==> src/rtl/ysyx_22050550_div_issue_pkg.sv <==
// ----------------------------------------------------------------------------
// ysyx_22050550_div_issue_pkg
//
// Shared definitions for the EXU-side divider issue block:
//   - op bit positions of the 3-bit EXU op code (rem / unsigned / W-form)
//   - DivSigned encodings presented to the iterative divider
//   - issue FSM state enum
//   - most-negative constants used by the signed-overflow check
//   - operand extension and result formatting helpers
// ----------------------------------------------------------------------------
package ysyx_22050550_div_issue_pkg;

    // Bit positions inside in_op[2:0]
    localparam int OP_REM      = 0;
    localparam int OP_UNSIGNED = 1;
    localparam int OP_W        = 2;

    // Signedness encoding understood by the divider
    localparam logic [1:0] DIV_SIGNED   = 2'b11;
    localparam logic [1:0] DIV_UNSIGNED = 2'b00;

    // Most negative values of the 64-bit and 32-bit forms
    localparam logic [63:0] MIN64 = 64'h8000_0000_0000_0000;
    localparam logic [31:0] MIN32 = 32'h8000_0000;

    typedef enum logic [1:0] {
        IDLE = 2'd0,
        WAIT = 2'd1,
        DONE = 2'd2
    } state_t;

    // W-form operands only carry 32 meaningful bits; widen them according to
    // signedness so that the divider and the special-case check can both work
    // on plain 64-bit values.
    function automatic logic [63:0] ext_operand(input logic [63:0] value,
                                                input logic        w_form,
                                                input logic        is_unsigned);
        logic [63:0] result;
        if (!w_form) begin
            result = value;
        end else if (is_unsigned) begin
            result = {32'h0000_0000, value[31:0]};
        end else begin
            result = {{32{value[31]}}, value[31:0]};
        end
        return result;
    endfunction

    // W-form results are always the low word sign-extended, even for DIVUW/REMUW.
    function automatic logic [63:0] fmt_result(input logic [63:0] value,
                                               input logic        w_form);
        logic [63:0] result;
        if (w_form) begin
            result = {{32{value[31]}}, value[31:0]};
        end else begin
            result = value;
        end
        return result;
    endfunction

endpackage

==> src/rtl/ysyx_22050550_div_special.sv <==
// ----------------------------------------------------------------------------
// ysyx_22050550_div_special
//
// Combinational detector for the two cases the divider is never asked to
// handle: divide-by-zero and signed overflow (MIN / -1). Works on operands
// that have already been extended to 64 bits, so one comparison covers both
// the 64-bit and the W forms.
//
// Ports:
//   dividend       in  64  extended dividend
//   divisor        in  64  extended divisor
//   op             in  3   [0]=rem, [1]=unsigned, [2]=W-form
//   is_special     out 1   operation resolves without the divider
//   special_value  out 64  raw quotient/remainder (before W formatting)
// ----------------------------------------------------------------------------
module ysyx_22050550_div_special
    import ysyx_22050550_div_issue_pkg::*;
(
    input  logic [63:0] dividend,
    input  logic [63:0] divisor,
    input  logic [2:0]  op,
    output logic        is_special,
    output logic [63:0] special_value
);

    logic        div_by_zero;
    logic        overflow;
    logic [63:0] min_of_form;

    // The signed W-form minimum appears sign-extended after operand extension.
    assign min_of_form = op[OP_W] ? {{32{1'b1}}, MIN32} : MIN64;

    assign div_by_zero = (divisor == 64'd0);
    assign overflow    = !op[OP_UNSIGNED] && (divisor == {64{1'b1}}) &&
                         (dividend == min_of_form);
    assign is_special  = div_by_zero || overflow;

    always_comb begin
        special_value = 64'd0;
        if (div_by_zero) begin
            special_value = op[OP_REM] ? dividend : {64{1'b1}};
        end else if (overflow) begin
            special_value = op[OP_REM] ? 64'd0 : dividend;
        end
    end

endmodule

==> src/rtl/ysyx_22050550_div_issue.sv <==
// ----------------------------------------------------------------------------
// ysyx_22050550_div_issue
//
// EXU-side initiator for the iterative divider. Accepts one RV64M div/rem
// op, extends the operands, drives the divider request for the whole
// operation and returns the selected, formatted result. Divide-by-zero and
// signed overflow are answered locally without touching the divider.
//
// Optional feature (macro YSYX_22050550_DIV_REUSE_EN): remembers the last
// divider operands and both results, so e.g. DIV followed by REM on the
// same operands completes in one cycle without a new divider run.
//
// Ports:
//   clock, reset          clock and asynchronous active-low reset
//   in_valid/in_ready     op handshake from the EXU
//   in_op                 [0]=rem, [1]=unsigned, [2]=W-form
//   in_src1, in_src2      dividend, divisor
//   flush                 kills the in-flight op at any point
//   out_valid/out_ready   result handshake, out_result is the rd value
//   busy                  pipeline stall (state != IDLE)
//   io_Div_*              divider request / response interface
// ----------------------------------------------------------------------------
module ysyx_22050550_div_issue
    import ysyx_22050550_div_issue_pkg::*;
#(
    parameter int XLEN = 64
) (
    input  logic            clock,
    input  logic            reset,
    input  logic            in_valid,
    output logic            in_ready,
    input  logic [2:0]      in_op,
    input  logic [XLEN-1:0] in_src1,
    input  logic [XLEN-1:0] in_src2,
    input  logic            flush,
    output logic            out_valid,
    input  logic            out_ready,
    output logic [XLEN-1:0] out_result,
    output logic            busy,
    output logic            io_Div_DivValid,
    output logic            io_Div_Flush,
    output logic            io_Div_Divw,
    output logic [1:0]      io_Div_DivSigned,
    output logic [XLEN-1:0] io_Div_Divdend,
    output logic [XLEN-1:0] io_Div_Divisor,
    input  logic            io_Div_DivReady,
    input  logic            io_Div_OutValid,
    input  logic [XLEN-1:0] io_Div_Quotient,
    input  logic [XLEN-1:0] io_Div_Remainder
);

    state_t          state_reg;
    logic            op_rem_reg;

    logic [XLEN-1:0] ext_src1;
    logic [XLEN-1:0] ext_src2;
    logic            is_special;
    logic [XLEN-1:0] special_value;
    logic            cache_hit;
    logic [XLEN-1:0] cache_value;
    logic [XLEN-1:0] wait_value;
    logic            accept;
    logic            div_done;

    assign ext_src1 = ext_operand(in_src1, in_op[OP_W], in_op[OP_UNSIGNED]);
    assign ext_src2 = ext_operand(in_src2, in_op[OP_W], in_op[OP_UNSIGNED]);

    ysyx_22050550_div_special u_special (
        .dividend      (ext_src1),
        .divisor       (ext_src2),
        .op            (in_op),
        .is_special    (is_special),
        .special_value (special_value)
    );

    assign accept     = (state_reg == IDLE) && in_valid && !flush;
    assign div_done   = (state_reg == WAIT) && io_Div_OutValid && !flush;
    assign wait_value = op_rem_reg ? io_Div_Remainder : io_Div_Quotient;

    // ------------------------------------------------------------------
    // Result reuse cache
    // ------------------------------------------------------------------
`ifdef YSYX_22050550_DIV_REUSE_EN
    logic            cache_valid_reg;
    logic [XLEN-1:0] cache_dividend_reg;
    logic [XLEN-1:0] cache_divisor_reg;
    logic            cache_unsigned_reg;
    logic            cache_w_reg;
    logic [XLEN-1:0] cache_quot_reg;
    logic [XLEN-1:0] cache_rem_reg;

    // Capture from the registered divider inputs, which are exactly what the
    // divider computed on. A flushed op never reaches div_done.
    always_ff @(posedge clock or negedge reset) begin
        if (!reset) begin
            cache_valid_reg    <= 1'b0;
            cache_dividend_reg <= '0;
            cache_divisor_reg  <= '0;
            cache_unsigned_reg <= 1'b0;
            cache_w_reg        <= 1'b0;
            cache_quot_reg     <= '0;
            cache_rem_reg      <= '0;
        end else if (div_done) begin
            cache_valid_reg    <= 1'b1;
            cache_dividend_reg <= io_Div_Divdend;
            cache_divisor_reg  <= io_Div_Divisor;
            cache_unsigned_reg <= (io_Div_DivSigned == DIV_UNSIGNED);
            cache_w_reg        <= io_Div_Divw;
            cache_quot_reg     <= io_Div_Quotient;
            cache_rem_reg      <= io_Div_Remainder;
        end
    end

    assign cache_hit   = cache_valid_reg &&
                         (ext_src1 == cache_dividend_reg) &&
                         (ext_src2 == cache_divisor_reg) &&
                         (in_op[OP_UNSIGNED] == cache_unsigned_reg) &&
                         (in_op[OP_W] == cache_w_reg);
    assign cache_value = in_op[OP_REM] ? cache_rem_reg : cache_quot_reg;
`else
    assign cache_hit   = 1'b0;
    assign cache_value = '0;
`endif

    // ------------------------------------------------------------------
    // Issue FSM
    // ------------------------------------------------------------------
    always_ff @(posedge clock or negedge reset) begin
        if (!reset) begin
            state_reg        <= IDLE;
            op_rem_reg       <= 1'b0;
            out_result       <= '0;
            io_Div_Divw      <= 1'b0;
            io_Div_DivSigned <= DIV_UNSIGNED;
            io_Div_Divdend   <= '0;
            io_Div_Divisor   <= '0;
        end else begin
            unique case (state_reg)
                IDLE: begin
                    if (accept) begin
                        op_rem_reg <= in_op[OP_REM];
                        if (is_special) begin
                            out_result <= fmt_result(special_value, in_op[OP_W]);
                            state_reg  <= DONE;
                        end else if (cache_hit) begin
                            out_result <= fmt_result(cache_value, in_op[OP_W]);
                            state_reg  <= DONE;
                        end else begin
                            // The divider samples these combinationally for
                            // its whole run, so they are only loaded here.
                            io_Div_Divw      <= in_op[OP_W];
                            io_Div_DivSigned <= in_op[OP_UNSIGNED] ? DIV_UNSIGNED : DIV_SIGNED;
                            io_Div_Divdend   <= ext_src1;
                            io_Div_Divisor   <= ext_src2;
                            state_reg        <= WAIT;
                        end
                    end
                end
                WAIT: begin
                    if (flush) begin
                        state_reg <= IDLE;
                    end else if (io_Div_OutValid) begin
                        out_result <= fmt_result(wait_value, io_Div_Divw);
                        state_reg  <= DONE;
                    end
                end
                DONE: begin
                    if (flush || out_ready) begin
                        state_reg <= IDLE;
                    end
                end
                default: state_reg <= IDLE;
            endcase
        end
    end

    assign in_ready  = (state_reg == IDLE);
    assign busy      = (state_reg != IDLE);
    assign out_valid = (state_reg == DONE);

    // Request is held for all of WAIT. On a flush before the divider has
    // started, simply withdrawing the request is enough; once it is running,
    // Flush is pulsed alongside the request. When the result is already on
    // the bus the request alone returns the divider to idle.
    assign io_Div_DivValid = (state_reg == WAIT) &&
                             !(flush && io_Div_DivReady && !io_Div_OutValid);
    assign io_Div_Flush    = (state_reg == WAIT) && flush &&
                             !io_Div_DivReady && !io_Div_OutValid;

endmodule

==> config.mk <==
export PLATFORM = sky130hd
export DESIGN_NAME = ysyx_22050550_div_issue
export DESIGN_NICKNAME = d
export VERILOG_FILES = /design/src/rtl/ysyx_22050550_div_issue_pkg.sv /design/src/rtl/ysyx_22050550_div_special.sv /design/src/rtl/ysyx_22050550_div_issue.sv
export SDC_FILE = /design/constraint.sdc
export NUM_CORES = 1
export LEC_CHECK = 0
export ABC_AREA = 1
export BUFFER_PORTS_ARGS = -buffer_cell sky130_fd_sc_hd__buf_2
export CORE_AREA = 4 4 181 183
export CTS_CLUSTER_DIAMETER = 120
export DETAILED_ROUTE_END_ITERATION = 12
export DIE_AREA = 0 0 185 187
export SETUP_SLACK_MARGIN = 0.5
export SLEW_MARGIN = 20
export SYNTH_ARGS = -nofsm -noshare
export SYNTH_HDL_FRONTEND = slang
export SYNTH_SLANG_ARGS = --single-unit
==> constraint.sdc <==
create_clock -name clock -period 2.1 [get_ports clock]
set_input_delay 0.21 -clock clock [delete_from_list [all_inputs] [get_ports clock]]
set_output_delay 0.21 -clock clock [all_outputs]
set_load 0.005 [all_outputs]
==> summary.md, run 1 <==
| Metric | Value |
|---|---|
| Status | complete, no violations |
| Fin crit period | 1.898 ns |
| Hold WS | 0.01442 ns |
| Synthesized flop and latch total | 197 |
| Slew Viols, Final | 0 |
| WP data arrival | 2.28 ns |
| Final nets | 2,425 |
| Post-Route WL | 51,420 um |
| Crit-path cells | nor2_4 -> clkinvlp_4 -> buf_6 -> o31ai_4 -> buf_4 -> nand2_8 -> clkbuf_16 -> a21oi_1 -> nand2_1 -> nand2_1 |
| P_int | 0.01188 W |
| Final worst path period share | 90.39% |
| # IOs | 466 |
| Area Overhead vs Synth | 67.53% |
| Sw frac | 40.42% |
| Core Footprint | 31,230 um^2 |
| Unique masters post-synth | 28 |
| Vias/cell | 5.128 |
| Total GRT Usage | 26.83% |
| FP Rows | 65 |
| Synth Cell Area | 10,720 um^2 |
| Skew final | 0.01595 ns |
| CP endpoint kind | register |
| GRT Residual Overflow | 0 |
| Sequential share of power | 32.9% |
| First-pass GRT wire length | 72,800 um |
| Syn Nets | 1,808 |
| Buf/Inv on CP | 4 |
| Drt drc | 0 |
| Number of CTS-inserted buffers | 17 |
| WS Path Type | reg -> reg |
| PwrDens | 1110 nW/um^2 |
| Slew margin rel. | 63.02% |
| CTS max path bufs | 2 |
| Clock tree from TritonCTS | yes |
| RSZ-0062 raised after global routing | yes |
| Commonest non-fill, non-tap cell in the layout | nand2_1 |
| DIE HEIGHT | 187 um |
| WHS Path Cells | 3 |
| Die Width | 185 um |
| Initial antenna violation count | 8 |
| Leakage | 9.886 nW |
| Peak VDD IR | 0.5760 mV |
| Die ar. | 34,600 um^2 |
| Seq/Total Area, Yosys | 45.97% |
| Worst reg2reg setup slack | 0.20 ns |
| Syn avg cell area | 6.955 um^2 |
| Pin count of the biggest net entering global routing | 64 |
| Combinational power share | 49.0% |
| Yosys warns | 0 |
| Most frequent cells in the layout | nand2_1, buf_2, dfrtp_1 |
| DRT antenna net count | 0 |
| Power, Total | 0.01994 W |
| Worst setup SP type | register |
| Delay-heaviest family, CP | buffers and inverters |
| CTS sink cnt | 197 |
| R2R depth | 10 |
| CP most frequent cell | nand2_1 |
| Wire per inst | 19.97 um |
| Worst Hold Launch | in_src2[3] |
| H-tree levels | 4 |
| Initial DRT Pass Iterations | 5 |
| Share of post-route cells with drive strength above 1 | 42.91% |
| Starting Density | 34.34% |
| Clock latency on the worst-skew pair | 0.45 ns |
| DP HPWL | 34,860 um |
| Max incr delay on CP | 0.46 ns |
| R2r endpoint | out_result[33] |
| Finish-stage setup viols | 0 |
| Mapped Cells | 1,542 |
| Crit path required time | 2.48 ns |
| Worst Path Max Fanout | 10 |
| Root Buffer | clkbuf_16 |
| Fin. Hold Viols | 0 |
| Number of fill cells in the layout | 2,862 |
| IO Port Bufs | 465 |
| Vias in the first global route | 12,770 |
| Max-cap check violation count | 0 |
| Clk slew on worst S/H paths | 0.08 ns |
| Worst min path class | in -> reg |
| R2R Path Start | state_reg[1] |
| Switching power total | 0.008060 W |
| Top Registers | io_Div_Divdend: 64 flops, io_Div_Divisor: 64 flops, out_result: 64 flops |
| GP Congestion | 0.8974 |
| Worst Tran Pin Value | 0.5548 ns |
| Worst Hold End | io_Div_Divisor[3] |
| Crit path max-delay cell type | dfrtp_2 |
| Clock power frac | 18.1% |
| Detailed Route Iter0 Violations | 1,177 |
| Max Fclk | 526.8 MHz |
| Via count | 13,200 |
==> power by group through the flow <==
stage               sequential (W)  combinational, W  clock (W)
floorplan                  0.00652           0.00374          0
global placement           0.00652           0.00762          0
detailed placement         0.00652           0.00771          0
CTS                        0.00649           0.00846    0.00367
global route               0.00674            0.0107    0.00382
finish                     0.00656           0.00977    0.00362
==> routing by layer <==
layer | share of wire [%] | global-route usage, % | wire length (um) | vias up
li1 | - | - | - | 6247
met1 | 40 | 35.01 | 20730 | 6251
met2 | 48 | 44.24 | 24940 | 596
met3 | 8.0 | 6.496 | 4122 | 96
met4 | 3.0 | 7.962 | 1538 | 14
met5 | 0.18 | 0 | 90 | -
==> logic make-up after synthesis <==
| kind of cell | synth area share [%] |
|---|---|
| AND/OR/NAND/NOR | 34.31 |
| AO/OA/AOI/OAI | 12.43 |
| flip-flops | 45.97 |
| buffers and inverters | 7.292 |
==> cells in the mapped netlist, drive strengths merged <==
cell	n	share of area [%]
nand2	611	21
dfrtp	197	46
o21ai	169	7.9
nor2	156	5.5
nand3	94	4.4
inv	69	2.4
buf	63	3.1
clkbuf	49	1.7
nand4	46	2.7
a21oi	35	1.6
o22ai	32	1.9
o21a	10	0.70
nor3	3	0.14
a22oi	1	0.070
a31oi	1	0.058
clkinv	1	0.035
nor4	1	0.058
o211ai	1	0.070
o21bai	1	0.070
o31ai	1	0.070
or2	1	0.058
==> through the flow <==
step                utilization, %  cell area, um^2  TNS (ns)  cells  setup slack [ns]
floorplan                        -            10970         0   1542            0.3358
global placement             46.36            14480    -76.68   2437           -0.4778
detailed placement           46.36            14480    -66.67   2437           -0.4562
CTS                          52.60            16430         0   2531            0.3032
global route                 57.53            17970         0   2575            0.1290
finish                       57.53            17970         0   2575            0.2019
==> area by class of cell <==
type                       count  area, um^2  share of cell area [%]
antenna                        1       2.502                 0.01393
clock buffer                  21       460.4                   2.563
sequential                   197        4932                   27.45
timing repair buffer         707        5534                   30.80
inverter                      70       302.8                   1.685
timing repair inverter         2       32.53                  0.1811
tap                          402       503.0                   2.800
multi-input combinational   1164        6036                   33.60
clock inverter                11       162.7                  0.9054
==> timing repair <==
item | 4_1_cts | 5_1_grt
hold buffers | 23 | 0
setup endpoints to repair | 199 | 200
resized for setup | 111 | 239
cloned | 19 | 23
endpoints found under the hold margin | 79 | 0
buffers inserted | 20 | 20
pin swaps | 8 | 65
==> tightest hold or removal path, stage by stage <==
cell and delay, ns:
buf_2 0.12, nand2_4 0.06, nand2_2 0.04
==> worst max-delay path by stage <==
stage                 start                 end  slack, ns  cells past startpoint
3_3_place_gp       in_op[2]      out_result[54]      -0.48                     14
2_1_floorplan      in_op[2]      out_result[62]       0.34                     17
6_report       state_reg[1]      out_result[33]       0.20                     10
5_1_grt        state_reg[1]      out_result[33]       0.13                     10
4_1_cts        state_reg[0]  io_Div_Divdend[17]       0.30                      8
3_5_place_dp       in_op[2]      out_result[35]      -0.46                     14
No activity file was read; power rests on OpenSTA's default activity.
==> run 2, diff against run 1 <==
--- a/config.mk
+++ b/config.mk
@@ -11,8 +11,10 @@
 export CTS_CLUSTER_DIAMETER = 120
 export DETAILED_ROUTE_END_ITERATION = 12
 export DIE_AREA = 0 0 185 187
+export PLACE_DENSITY = 0.69
 export SETUP_SLACK_MARGIN = 0.5
 export SLEW_MARGIN = 20
 export SYNTH_ARGS = -nofsm -noshare
 export SYNTH_HDL_FRONTEND = slang
 export SYNTH_SLANG_ARGS = --single-unit
+export TNS_END_PERCENT = 30
==> summary.md, run 2 (synthesized netlist as in run 1, its figures left out) <==
| Metric | Value |
|---|---|
| CP endpoint kind | register |
| GRT Residual Overflow | 0 (unchanged) |
| WP data arrival | 2.19 ns (-0.09 ns) |
| Area after DPL | 14,320 um^2 (-1.1%) |
| Busiest grt layer | met2 |
| GR Layer Usage met2 | 43.44% (-0.80 points) |
| Crit path max-delay cell type | dfrtp_1 |
| Max Fclk | 538.7 MHz (+2.3%) |
| Slew Viols, Final | 0 (unchanged) |
| Die Width | 185 um (unchanged) |
| CTS sink cnt | 197 (unchanged) |
| H-tree levels | 4 (unchanged) |
| Final WS setup | 0.2438 ns (+0.04196 ns) |
| Core Footprint | 31,230 um^2 (unchanged) |
| Area Overhead vs Synth | 52.12% |
| Peak VDD IR | 0.6191 mV (+7.5%) |
| Detailed Route Iter0 Violations | 1,060 (-9.9%) |
| Initial antenna violation count | 4 (-4) |
| Skew final | 0.01397 ns (-0.001979 ns) |
| Final worst path period share | 88.39% (-2.0 points) |
| Number of CTS-inserted buffers | 17 (unchanged) |
| First-pass GRT wire length | 70,890 um (-2.6%) |
| PwrDens | 1142 nW/um^2 (+2.9%) |
| FP Rows | 65 (unchanged) |
| Vias in the first global route | 12,650 (-0.89%) |
| # IOs | 466 (unchanged) |
| Met1 GRT Util | 33.00% (-2.0 points) |
| Finish-stage setup viols | 0 (unchanged) |
| Starting Density | 34.34% (unchanged) |
| Worst setup SP type | register |
| Final nets | 2,367 (-2.4%) |
| Vias/cell | 5.241 (+2.2%) |
| Max incr delay on CP | 0.45 ns (about the same) |
| Max-cap check violation count | 0 (unchanged) |
| Die ar. | 34,600 um^2 (unchanged) |
| Number of fill cells in the layout | 3,042 (+6.3%) |
| Hold WS | 0.01219 ns (-0.002227 ns) |
| GP Congestion | 0.9238 (+2.9%) |
| Met3 GRT Util | 4.745% (-1.8 points) |
| Pin count of the biggest net entering global routing | 63 (-1.6%) |
| Clk slew on worst S/H paths | 0.08 ns (about the same) |
| Via count | 13,190 (-0.098%) |
| WS Path Type | reg -> reg |
| Core Util, Final | 52.24% (-5.3 points) |
| Post-Route WL | 48,340 um (-6.0%) |
| Status | complete, no violations |
| IO Port Bufs | 465 (unchanged) |
| Drt drc | 0 (unchanged) |
| Post-Place Worst Slack | -0.3369 ns (+0.1193 ns) |
| Crit path required time | 2.43 ns (-0.05 ns) |
| Commonest non-fill, non-tap cell in the layout | nand2_1 |
| DIE HEIGHT | 187 um (unchanged) |
| Worst min path class | in -> reg |
| Power, Total | 0.01862 W (-6.6%) |
| Fin. Hold Viols | 0 (unchanged) |
| Root Buffer | clkbuf_16 |
| Initial DRT Pass Iterations | 5 (unchanged) |
| Leakage | 9.129 nW (-7.7%) |
| Top Registers | io_Div_Divdend: 64 flops, io_Div_Divisor: 64 flops, out_result: 64 flops |
| Crit-path cells | nor2_4 -> clkinvlp_4 -> o31ai_4 -> buf_12 -> nand2_8 -> buf_12 -> buf_8 -> nand2_1 -> nand2_1 |
| Wire per inst | 19.21 um (-3.8%) |
| Most frequent cells in the layout | nand2_1, buf_2, dfrtp_1 |
| Total GRT Usage | 26.03% (-0.80 points) |
| Design area | 16,310 um^2 (-9.2%) |
| Clock tree from TritonCTS | yes |
| CTS max path bufs | 2 (unchanged) |
| DP HPWL | 33,960 um (-2.6%) |
| Clock latency on the worst-skew pair | 0.44 ns (about the same) |
| DRT antenna net count | 0 (unchanged) |
| Worst Tran Pin Value | 0.4665 ns (-0.08824 ns) |
| Share of post-route cells with drive strength above 1 | 36.84% (-6.1 points) |
| Worst Path Max Fanout | 7 (-3) |
| Slew margin rel. | 68.57% (+5.6 points) |
| RSZ-0062 raised after global routing | yes |
| Fin crit period | 1.856 ns (-0.04196 ns) |
[run 2: layer usage]
layer  part of all wire, %  vias up
li1                      -     6115
met1                    39     6158
met2                    48      769
met3                   8.4      147
met4                   4.8        2
met5                 0.027        -
[run 2: worst paths after layout]
path / startpoint / end / slack [ns] / cells after the start
max: state_reg[1] / out_result[50] / 0.24 / 9
min: in_src2[1] / io_Div_Divisor[1] / 0.01 / 3
max reg2reg: state_reg[1] / out_result[50] / 0.24 / 9
min reg2reg: io_Div_Divdend[25] / io_Div_Divdend[25] / 0.47 / 2
max in group asynchronous: reset / io_Div_Divdend[11] / 1.13 / 3
min in group asynchronous: reset / io_Div_Divdend[37] / 0.28 / 2
[run 2: power breakdown]
group	internal (W)	total [W]	switching, W
combinational	0.00374	0.00873	0.00499
clock	0.00177	0.00334	0.00157
sequential	0.00547	0.00656	0.00109
total	0.0110	0.0186	0.00765
[run 2: final cells by class]
type	instances	area, um^2	share of cell area (%)
Sequential cell	197	4931	30.23
Clock inverter	9	96.34	0.5906
Timing Repair Buffer	650	4519	27.70
Multi-Input combinational cell	1164	5475	33.56
Clock buffer	21	480.5	2.945
Antenna cell	3	7.507	0.04602
Tap cell	402	503.0	3.083
Timing Repair inverter	1	11.26	0.06903
Inverter	70	289.0	1.772
[run 2: repair_timing]
item / CTS / global route
hold endpoints to repair: 50 / 0
setup endpoints to repair: 200 / 201
cloned: 12 / 13
setup buffers: 8 / 11
hold buffers: 9 / 0
pin swaps: 3 / 39
gates resized for setup: 47 / 105
[run 2: per-stage QoR]
stage | setup TNS, ns | instances
after floorplan | 0 | 1542
after CTS | 0 | 2490
final | 0 | 2517
after detailed placement | -42.13 | 2431
after global placement | -37.92 | 2431
after global routing | 0 | 2517
[run 2: worst max-delay path, delay by kind of cell, from the launching register on]
kind                   cells  cell delay, ns
AOI/OAI and AO/OA          1            0.29
buffers and inverters      4            0.64
and+or+nand+nor            4            0.35
DFF                        1            0.45
==> run 3, diff against run 2 <==
--- a/config.mk
+++ b/config.mk
@@ -7,11 +7,11 @@
 export LEC_CHECK = 0
 export ABC_AREA = 1
 export BUFFER_PORTS_ARGS = -buffer_cell sky130_fd_sc_hd__buf_2
-export CORE_AREA = 4 4 181 183
+export CORE_AREA = 4 4 179 181
 export CTS_CLUSTER_DIAMETER = 120
 export DETAILED_ROUTE_END_ITERATION = 12
-export DIE_AREA = 0 0 185 187
-export PLACE_DENSITY = 0.69
+export DIE_AREA = 0 0 183 185
+export PLACE_DENSITY = 0.68
 export SETUP_SLACK_MARGIN = 0.5
 export SLEW_MARGIN = 20
 export SYNTH_ARGS = -nofsm -noshare
==> constraint.sdc (replaced) <==
create_clock -name clock -period 1.8 [get_ports clock]
set_input_delay 0.18 -clock clock [delete_from_list [all_inputs] [get_ports clock]]
set_output_delay 0.18 -clock clock [all_outputs]
set_load 0.005 [all_outputs]
==> summary.md, run 3 (synthesized netlist as in run 1, its figures left out) <==
| Metric | Value |
|---|---|
| GP Congestion | 0.9648 (+4.4%) |
| Post-Route WL | 46,870 um (-3.0%) |
| Core Footprint | 30,430 um^2 (-2.6%) |
| CTS sink cnt | 197 (unchanged) |
| Power, Total | 0.02161 W (+16%) |
| Critical path origin | in_src2[31] |
| Worst Setup EP | out_result[58] |
| Max Fclk | 563.7 MHz |
| Commonest non-fill, non-tap cell in the layout | nand2_1 |
| First-pass GRT wire length | 69,450 um (-2.0%) |
| Vias/cell | 5.072 (-3.2%) |
| DRT antenna net count | 0 (unchanged) |
| Post-Layout Cell Count | 2,540 (+0.91%) |
| Final nets | 2,394 (+1.1%) |
| Clock latency on the worst-skew pair | 0.44 ns (about the same) |
| Detailed Route Iter0 Violations | 982 (-7.4%) |
| Via count | 12,880 (-2.3%) |
| IO Port Bufs | 465 (unchanged) |
| CP endpoint kind | register |
| Placed Cells | 2,464 (+1.4%) |
| Starting Density | 35.24% (+0.90 points) |
| CTS max path bufs | 2 (unchanged) |
| # IOs | 466 (unchanged) |
| Die Width | 183 um (-1.1%) |
| Area Overhead vs Synth | 51.81% |
| Top Registers | io_Div_Divdend: 64 flops, io_Div_Divisor: 64 flops, out_result: 64 flops |
| Drt drc | 0 (unchanged) |
| Worst setup SP type | input pin |
| Root Buffer | clkbuf_16 |
| Worst min path class | in -> reg |
| Status | complete, no violations |
| Total GRT Usage | 26.27% (+0.25 points) |
| Worst Path Max Fanout | 34 (+27) |
| Fin crit period | 1.774 ns |
| R2R depth | 10 (+1) |
| Initial antenna violation count | 5 (+1) |
| Wire per inst | 18.45 um (-3.9%) |
| Clk slew on worst S/H paths | 0.08 ns (about the same) |
| Worst Hold Launch | in_src2[21] |
| Share of post-route cells with drive strength above 1 | 35.96% (-0.87 points) |
| Initial DRT Pass Iterations | 7 (+2) |
| Slew Viols, Final | 0 (unchanged) |
| Leakage | 9.210 nW (+0.89%) |
| Clock tree from TritonCTS | yes |
| H-tree levels | 4 (unchanged) |
| Vias in the first global route | 12,260 (-3.1%) |
| Worst reg2reg setup slack | 0.04 ns (-0.20 ns) |
| Number of fill cells in the layout | 2,963 (-2.6%) |
| Number of CTS-inserted buffers | 17 (unchanged) |
| WS Path Type | in -> reg |
| Fin. Hold Viols | 0 (unchanged) |
| Die ar. | 33,860 um^2 (-2.1%) |
| Most frequent cells in the layout | nand2_1, buf_2, dfrtp_1 |
| Worst Tran Pin Value | 0.5177 ns (+0.05116 ns) |
| PwrDens | 1327 nW/um^2 (+16%) |
| DP HPWL | 34,800 um (+2.5%) |
| RSZ-0062 raised after global routing | yes |
| Finish-stage setup viols | 0 (unchanged) |
| R2R Path Start | state_reg[0] |
| GRT Residual Overflow | 0 (unchanged) |
| R2r endpoint | io_Div_Divisor[16] |
| WP data arrival | 2.11 ns (-0.08 ns) |
| Peak VDD IR | 0.6002 mV (-3.0%) |
| Multi-input gate area | 5365 um^2 (-2.0%) |
| FP Rows | 64 (-1.5%) |
| Final worst path period share | 98.55% |
| Crit path required time | 2.13 ns (-0.30 ns) |
| Pin count of the biggest net entering global routing | 63 (unchanged) |
| Max-cap check violation count | 0 (unchanged) |
| Skew final | 0.01303 ns (-0.0009388 ns) |
| Slew margin rel. | 65.49% (-3.1 points) |
| DIE HEIGHT | 185 um (-1.1%) |
| Reg area | 4931 um^2 (unchanged) |
run 3: per-layer routing:
| layer | share of wire, % | track usage (%) |
|---|---|---|
| met5 | 0.055 | 0 |
| met4 | 3.3 | 10.16 |
| met3 | 7.8 | 5.224 |
| met2 | 48 | 42.93 |
| met1 | 41 | 34.59 |
run 3: worst max-delay path, cell delays in order:
cell	delay, ns
buf_4	0.15
nand3_2	0.10
buf_12	0.19
nand3_1	0.08
or2_1	0.26
nor2_4	0.17
nand2_2	0.13
buf_4	0.16
nand3_4	0.15
nand2_8	0.11
buf_6	0.14
buf_16	0.15
nand2_1	0.07
nand2_1	0.05
run 3: stage by stage:
step	hold WS, ns	utilization, %	setup WS [ns]	cell area (um^2)	setup TNS [ns]
floorplan	-0.1156	-	0.06224	11030	0
global placement	0.1951	48.47	-0.5851	14750	-104.19
detailed placement	0.2000	48.47	-0.6058	14750	-108.97
CTS	0.0003226	52.71	0.08113	16040	0
global route	0.02379	53.50	-0.08200	16280	-2.494
finish	0.02688	53.50	0.02606	16280	0
run 3: final cells by class:
class	count	area share, %
sequential	197	30.29
clock buffer	19	2.721
inverter	70	1.745
clock inverter	13	0.8300
antenna	3	0.04611
timing repair inverter	2	0.1230
multi-input combinational	1164	32.95
timing repair buffer	676	28.25
tap	396	3.043
run 3: how the worst min path moves through the flow:
stage,cells after the start,to,slack [ns]
floorplan,0,io_Div_DivSigned[0],-0.12
global placement,1,io_Div_Divdend[22],0.20
detailed placement,1,io_Div_Divdend[27],0.20
CTS,3,io_Div_Divisor[21],0.0003
global route,3,io_Div_Divisor[21],0.02
finish,3,io_Div_Divisor[21],0.03
run 3: power breakdown:
group / internal (W) / total (W) / switching, W
Clock: 0.00200 / 0.00392 / 0.00192
Sequential: 0.00637 / 0.00754 / 0.00117
Combinational: 0.00450 / 0.0101 / 0.00564
run 3: timing repair:
| item | CTS | global route |
|---|---|---|
| endpoints found under the setup margin | 202 | 202 |
| pin swaps | 15 | 25 |
| gates resized for setup | 52 | 48 |
| setup buffers | 11 | 2 |
| hold endpoints to repair | 58 | 0 |
| cloned | 11 | 2 |
| hold buffers | 15 | 0 |
